`src/rtl/t01_piece_lock.sv`:
```
// t01_piece_lock: owns the committed playfield, merges a locking piece into it,
// hands the merged board to the line clearer and commits the cleared result.
module t01_piece_lock (
  input  logic         clk,
  input  logic         n_rst,
  input  logic [3:0]   gamestate,
  input  logic         lock_req,
  input  logic [199:0] piece_array,
  input  logic [2:0]   piece_color,
  input  logic         eval_complete,
  input  logic [199:0] cleared_array,
  input  logic [599:0] cleared_color_array,
  output logic [199:0] stack_array,
  output logic [599:0] stack_color_array,
  output logic         start_eval,
  output logic         lock_done,
  output logic         busy,
  output logic         game_over,
  output logic         eval_timeout,
  output logic [9:0]   pieces_locked
);
  typedef enum logic [2:0] {S_IDLE, S_CHECK, S_MERGE, S_START, S_WAIT, S_DONE, S_OVER} state_t;

  state_t       r_state, w_next;
  logic [199:0] r_stack, r_piece;
  logic [599:0] r_color, w_merged_color;
  logic [2:0]   r_pcolor;
  logic [5:0]   r_wd;
  logic [9:0]   r_count;
  logic         r_start, r_done, r_over, r_timeout;
  logic         w_restart, w_commit, w_timeout;

  assign w_restart = gamestate == 4'd9;
  assign w_commit  = r_state == S_WAIT && eval_complete;
  assign w_timeout = r_state == S_WAIT && !eval_complete && &r_wd;

  for (genvar i = 0; i < 200; i++) begin : g_cell
    assign w_merged_color[3*i +: 3] = r_piece[i] ? r_pcolor : r_color[3*i +: 3];
  end

  always_comb begin
    w_next = r_state;
    case (r_state)
      S_IDLE:  w_next = lock_req ? S_CHECK : S_IDLE;
      S_CHECK: w_next = |(r_piece & r_stack) ? S_OVER : S_MERGE;
      S_MERGE: w_next = S_START;
      S_START: w_next = S_WAIT;
      S_WAIT:  w_next = (eval_complete || &r_wd) ? S_DONE : S_WAIT;
      S_DONE:  w_next = |r_stack[9:0] ? S_OVER : S_IDLE;
      S_OVER:  w_next = S_OVER;
      default: w_next = S_IDLE;
    endcase
  end

  always_ff @(posedge clk or negedge n_rst) begin
    if (!n_rst) r_state <= S_IDLE;
    else        r_state <= w_restart ? S_IDLE : w_next;
  end

  always_ff @(posedge clk or negedge n_rst) begin
    if (!n_rst) begin
      r_stack   <= '0;
      r_color   <= '0;
      r_piece   <= '0;
      r_pcolor  <= '0;
      r_wd      <= '0;
      r_count   <= '0;
      r_start   <= 1'b0;
      r_done    <= 1'b0;
      r_over    <= 1'b0;
      r_timeout <= 1'b0;
    end else if (w_restart) begin
      r_stack   <= '0;
      r_color   <= '0;
      r_piece   <= '0;
      r_pcolor  <= '0;
      r_wd      <= '0;
      r_count   <= '0;
      r_start   <= 1'b0;
      r_done    <= 1'b0;
      r_over    <= 1'b0;
      r_timeout <= 1'b0;
    end else begin
      r_start <= w_next == S_START;
      r_done  <= w_next == S_DONE;
      if (r_state == S_IDLE && lock_req) begin
        r_piece  <= piece_array;
        r_pcolor <= piece_color;
      end
      if (r_state == S_MERGE) begin
        r_stack <= r_stack | r_piece;
        r_color <= w_merged_color;
      end
      if (w_commit) begin
        r_stack <= cleared_array;
        r_color <= cleared_color_array;
        r_count <= r_count + {9'd0, ~&r_count};
      end
      // watchdog restarts on every start pulse and only advances while waiting
      r_wd <= r_state == S_START ? 6'd0 : r_wd + {5'd0, r_state == S_WAIT};
      if (w_timeout) r_timeout <= 1'b1;
      if (w_next == S_OVER) r_over <= 1'b1;
    end
  end

  assign stack_array       = r_stack;
  assign stack_color_array = r_color;
  assign start_eval        = r_start;
  assign lock_done         = r_done;
  assign busy              = r_state != S_IDLE && r_state != S_OVER;
  assign game_over         = r_over;
  assign eval_timeout      = r_timeout;
  assign pieces_locked     = r_count;
endmodule

```
`config.mk`:
```
export PLATFORM = sky130hd
export DESIGN_NAME = t01_piece_lock
export DESIGN_NICKNAME = d
export VERILOG_FILES = /design/src/rtl/t01_piece_lock.sv
export SDC_FILE = /design/constraint.sdc
export NUM_CORES = 2
export LEC_CHECK = 0
export ABC_AREA = 1
export CORE_AREA = 2 2 702 704
export CTS_CLUSTER_DIAMETER = 40
export DETAILED_ROUTE_END_ITERATION = 12
export DIE_AREA = 0 0 704 706
export PLACE_DENSITY = 0.3
export SYNTH_ARGS = -nofsm -noshare
export SYNTH_HDL_FRONTEND = slang
export SYNTH_SLANG_ARGS = --single-unit
```
`constraint.sdc`:
```
create_clock -name clk -period 2.3 [get_ports clk]
set_input_delay 0.46 -clock clk [delete_from_list [all_inputs] [get_ports clk]]
set_output_delay 0.46 -clock clk [all_outputs]
set_load 0.03 [all_outputs]
```
# Word level (Yosys, flattened, before mapping)
# Index checks and enable logic that the tools add are counted.
dict set report word_totals {
  input_bits 1011
  ff_bits 1026
  n_memories 0
  latch_bits 0
  out_inout_bits 815
  wordCells 870
  mem_bits_rw 0
  rom_bits 0
}
dict set report op_classes {
  n_mul 0
  muxes 226
  n_reduce_logical 419
  bitwise_logic 2
  n_eq_ne 11
  n_lt_le_gt_ge 0
  shift 0
  addsub 2
  div_mod_pow 0
}
# op count
set op_table {}
lappend op_table {{two-way mux 600 bit} 3}
lappend op_table {{two-way mux 200 bit} 5}
lappend op_table {{two-way mux 3 bit} 205}
lappend op_table {{nonzero test 3 bit} 202}
lappend op_table {{AND reduction 2 bit} 200}
lappend op_table {{AND 200 bit} 1}
lappend op_table {{bitwise OR 200 bit} 1}
lappend op_table {{OR reduction 200 bit} 1}
lappend op_table {{case mux 3 bit (7 select lines)} 1}
lappend op_table {{two-way mux 10 bit} 2}
lappend op_table {{equality test 3 bit, second input constant} 5}
lappend op_table {{two-way mux 6 bit} 2}
lappend op_table {{adder 10 x 1 -> 10 bit} 1}
lappend op_table {{AND reduction 10 bit} 1}
lappend op_table {{OR reduction 10 bit} 1}
lappend op_table {{equality test 3 x 2 -> 1 bit, second input constant} 3}
lappend op_table {{two-way mux 1 bit} 8}
lappend op_table {{nonzero test 2 bit} 4}
lappend op_table {{adder 6 x 1 -> 6 bit} 1}
lappend op_table {{AND reduction 6 bit} 1}
lappend op_table {{logical AND 1 bit} 5}
lappend op_table {{equality test 4 bit, second input constant} 1}
lappend op_table {{equality test 3 x 1 -> 1 bit, second input constant} 1}
lappend op_table {{logical NOT 3 bit} 1}
lappend op_table {{other kinds (3)} 4}

# Depth between registers and ports, before layout
dict set report depth {
  ltp_word 7
  ltp_mapped 13
  ltp_nobuf 13
}

# Worst setup path after synthesis
# OpenSTA, ideal clock, no wires.
dict set report synth_path {
  path_kind {reg2reg}
  from {register r_count[3] (netlist: pieces_locked[3])}
  to {register r_count[9] (netlist: pieces_locked[9])}
  required_ns 2.183
  path_buffers 0
  t_arrival_ns 1.830
  stages_incl_launch_ff 14
  setup_ns 0.117
  synth_period_minus_slack_ns 1.947
  path_slack_ns 0.353
  path_cell_list {dfrtp_1 inv_1 nor4_1 nand4_1 ha_1 and3_1 nand2_1 nor2_1 nand2_1 nor2_1 nand3_1 nand2_1 nand2_1 nor2_1}
}
dict set report synth_between {
  elab_chain_len 5
}
# item line_no
set synth_lines {}
lappend synth_lines {{start, declared} 29} ;# logic [9:0] r_count;
lappend synth_lines {{start signal, assigned} 97} ;# r_count <= r_count + {9'd0, ~&r_count};
lappend synth_lines {{AND reduction 10 bit} 97}
lappend synth_lines {{logical NOT 1 bit} 97}
lappend synth_lines {{adder 10 x 1 -> 10 bit *} 97}
lappend synth_lines {{two-way mux 10 bit *} 94} ;# if (w_commit) begin
lappend synth_lines {{two-way mux 10 bit *} 72} ;# end else if (w_restart) begin
# Mark *: on every way between the ends. The rest lies on a longest branch, timed or not. The select of a mux whose other input is x is not followed.
# A chain may end at the register's enable or synchronous reset.

# Worst setup path in the final report
dict set report layout_path {
  from {register r_state[1]}
  to {register r_stack[114] (netlist: stack_array[114])}
}
dict set report layout_between {
  elab_chain_len 4
  word_cells_on_any_way 6
  cone_classes {eq/ne (2); mux (2); reduce/logical (2)}
}
# item line_no
set layout_lines {}
lappend layout_lines {{start, declared} 24} ;# state_t r_state, w_next;
lappend layout_lines {{start signal, assigned} 57} ;# else r_state <= w_restart ? S_IDLE : w_next;
lappend layout_lines {{equality test 3 bit} 34} ;# assign w_commit = r_state == S_WAIT && eval_complete;
lappend layout_lines {{logical AND 1 bit} 34}
lappend layout_lines {{two-way mux 200 bit} 94}
lappend layout_lines {{two-way mux 200 bit} 72}
lappend layout_lines {{end signal, assigned} 91} ;# r_stack <= r_stack | r_piece;
lappend layout_lines {{end signal, assigned} 95} ;# r_stack <= cleared_array;
lappend layout_lines {{end, declared} 25} ;# logic [199:0] r_stack, r_piece;
# Parallel ways exist; a longest one is shown, timed or not.

==> impl_metrics.py <==
metrics = {
    "worst_setup_path": {
        "worstPathRequired_ns": 3.06,
        "cp.arrival_ns": 3.05,
        "critPathMaxFanout": 50,
        "cp-start-kind": "register",
        "cp-end-kind": "register",
        "worst-setup-path-type": "reg2reg",
    },
    "logic_synthesis": {
        "ys_seq_elements": 1026,
        "synth.distinct_cells": 35,
        "syn_avg_cell_area_um2": 9.38,
        "synth_seq_area_share_pct": 51.3,
        "synthTopCellsByArea": "dfrtp_1, mux2_2, a21oi_1, nand2_1, o21ai_0",
        "synthCells": 5337,
        "yosysTopAreaCell": "dfrtp_1",
        "syn_area_um2": 50100,
        "synthesis.nets": 6352,
        "yosysTopAreaCellShare_pct": 51.3,
        "yosysWarnings": 0,
    },
    "sta": {
        "fin_crit_sh_pct": 99.2,
        "maxSlewHeadroom_pct": 42.8,
        "whs_ns": 0.0749,
        "max_freq_ghz": 0.438,
        "tightest_slew_ns": 0.858,
        "slew_viol_final": 0,
        "finalHoldViolCount": 0,
        "fin_crit_ns": 2.28,
        "grt_setup_unrepaired": "true",
        "setup_viol": 0,
        "skew_ns": 0.0604,
        "finalSetupTns_ns": 0,
    },
    "route": {
        "drt_iter0_markers": 3628,
        "wl_mm": 480,
        "viasPerCell": 3.67,
        "routedWlPerCell_um": 33.4,
        "drt-pass1-iter-count": 6,
        "final_antenna_net_count": 0,
        "vias": 52700,
        "post-route-drc-count": 0,
    },
    "worst_hold_path": {
        "min-delay-path-class": "in2async",
    },
    "global_route": {
        "grtUsageTotal_pct": 18.5,
        "grt_first_pass_wirelength_mm": 605,
        "grtUsageMet2_pct": 32.0,
        "use_met1_pct": 19.9,
        "antenna_found_initial": 180,
        "overflow": 0,
        "top_usage_layer": "met2",
        "met3_usage_pct": 8.16,
        "grt_pass1_vias": 55300,
        "grt_max_degree": 73,
    },
    "final_layout": {
        "final_common_cell": "clkdlybuf4s50_1",
        "stdcell_area_um2": 91600,
        "post-route-util_pct": 18.7,
        "synthToLayoutAreaGrowth_pct": 83.0,
        "drive_above_1_share_pct": 32.3,
        "nets": 8647,
        "mostFrequentLayoutCells": "clkdlybuf4s50_1, dfrtp_1, nand2_1, a21oi_1, buf_4",
    },
    "job": {
        "maxCapViolCount": 0,
    },
    "placed_design": {
        "place_congestion": 0.969,
        "hpwl_mm": 405,
        "dpl_cell_area_um2": 79500,
        "port_buffers": 1825,
    },
    "clock_network": {
        "cts_sinks": 1026,
        "cts_buffers": 294,
        "clk_pin_slew_ns": 0.04,
        "cts_buffer_depth": 4,
        "cts_tree": "built",
        "clock_latency_ns": 0.93,
        "cts_htree_levels": 5,
        "clockRootBuffer": "clkbuf_16",
    },
    "floorplan": {
        "die_x_um": 704,
        "io_pins": 1826,
        "rows": 257,
        "die-area_um2": 497000,
        "die_h_um": 706,
        "core_area_um2": 489000,
        "start_util_pct": 10.2,
    },
    "power_and_ir_drop": {
        "leakagePower_nw": 38.8,
        "vdd.ir_drop.worst_mv": 0.901,
        "total_power_mw": 159,
        "powerDensity_nw_per_um2": 1740,
    },
    "outcome": {
        "outcome": "finished, final reports clean",
    },
}
-- stage by stage --
step                worst slack (ns)  instances
finish                        0.0189      14400
detailed placement            -0.655      13800
global route                  -0.103      14400
CTS                           -0.122      14300
floorplan                      0.353       5337
global placement              -0.672      13800
-- what timing repair did --
action | in CTS | in global routing
pin swaps | 2 | 6
resized for setup | 1422 | 84
buffers inserted | 10 | 15
cloned | 3 | 13
setup endpoints to repair | 564 | 189
hold endpoints to repair | 179 | 0
hold buffers | 2 | 0
-- metal layers --
metal / part of all wire [%] / vias to the layer above / wire length [um]
met2: 49 / 2168 / 234000
met1: 37 / 26900 / 178000
li1: - / 22800 / -
met4: 4.0 / 86 / 19200
met3: 10 / 730 / 48600
met5: 0.12 / - / 562
-- report_power, final --
group / switching, mW / internal (mW) / total, mW
Sequential: 7.48 / 26.6 / 34.1
Clock: 14.0 / 30.8 / 44.8
Combinational: 52.6 / 27.5 / 80.1
-- worst max-delay path: stages, from the launching register on --
cell and delay (ns):
dfrtp_1 0.38, inv_2 0.13, nand2_4 0.09, nor2_8 0.14, nand2_8 0.09, buf_4 0.17, buf_12 0.16, o21ai_0 0.59
buf_4 0.23, a21oi_1 0.04
-- cell type report --
cell class | instances | area, um2
antenna | 48 | 120
clock buffer | 391 | 8370
clock inverter | 139 | 2370
fill | 54200 | 397000
inverter | 419 | 1620
multi-input combinational | 3493 | 21200
sequential | 1026 | 25700
tap | 6475 | 8100
timing repair buffer | 2398 | 24100
-- sequential cells by signal, indices dropped and copies added (netlist names) --
name and count:
stack_color_array 600, r_state 3, start_eval 1, game_over 1, pieces_locked 10, r_pcolor 3
lock_done 1, r_wd 6, stack_array 200, r_piece 200, eval_timeout 1
-- path summary, 6_finish.rpt --
check,startpoint,endpoint,slack [ns],depth (start not counted)
max in group asynchronous,n_rst,stack_color_array[550],1.01,3
worst max register to register,r_state[1],stack_array[114],0.02,9
min in group clk,piece_array[193],r_piece[193],0.13,3
worst min register to register,game_over,game_over,0.48,2
worst max-delay path,r_state[1],stack_array[114],0.02,9
worst min-delay path,n_rst,stack_color_array[424],0.07,2
-- cell usage after synthesis --
library cell	count
a21oi_1	809
a31oi_1	1
and3_1	1
buf_1	8
buf_2	190
buf_4	2
buf_6	42
clkbuf_1	157
dfrtp_1	1026
ha_1	4
inv_1	413
inv_2	6
mux2_1	45
mux2_2	555
nand2_1	922
nand2_2	2
nand2_4	3
nand3_1	220
nand3_2	1
nand3b_1	2
nand4_1	5
nor2_1	86
nor2_2	1
nor2_8	1
nor3_1	3
nor4_1	1
o211ai_1	1
o21a_1	2
o21ai_0	597
o21ai_1	46
o21ai_2	180
o22ai_1	2
o31ai_1	1
xnor2_1	1
xor2_1	1
-- cells by family after synthesis --
group	count (synthesis)	share of synthesized area (%)
xor+xnor	2	0.0350
buf+inv	818	7.25
fa+ha+maj	4	0.100
compound gates	1639	17.8
simple gates	1248	10.1
flops	1026	51.3
mux	600	13.5
No activity file was read; power rests on OpenSTA's default activity.
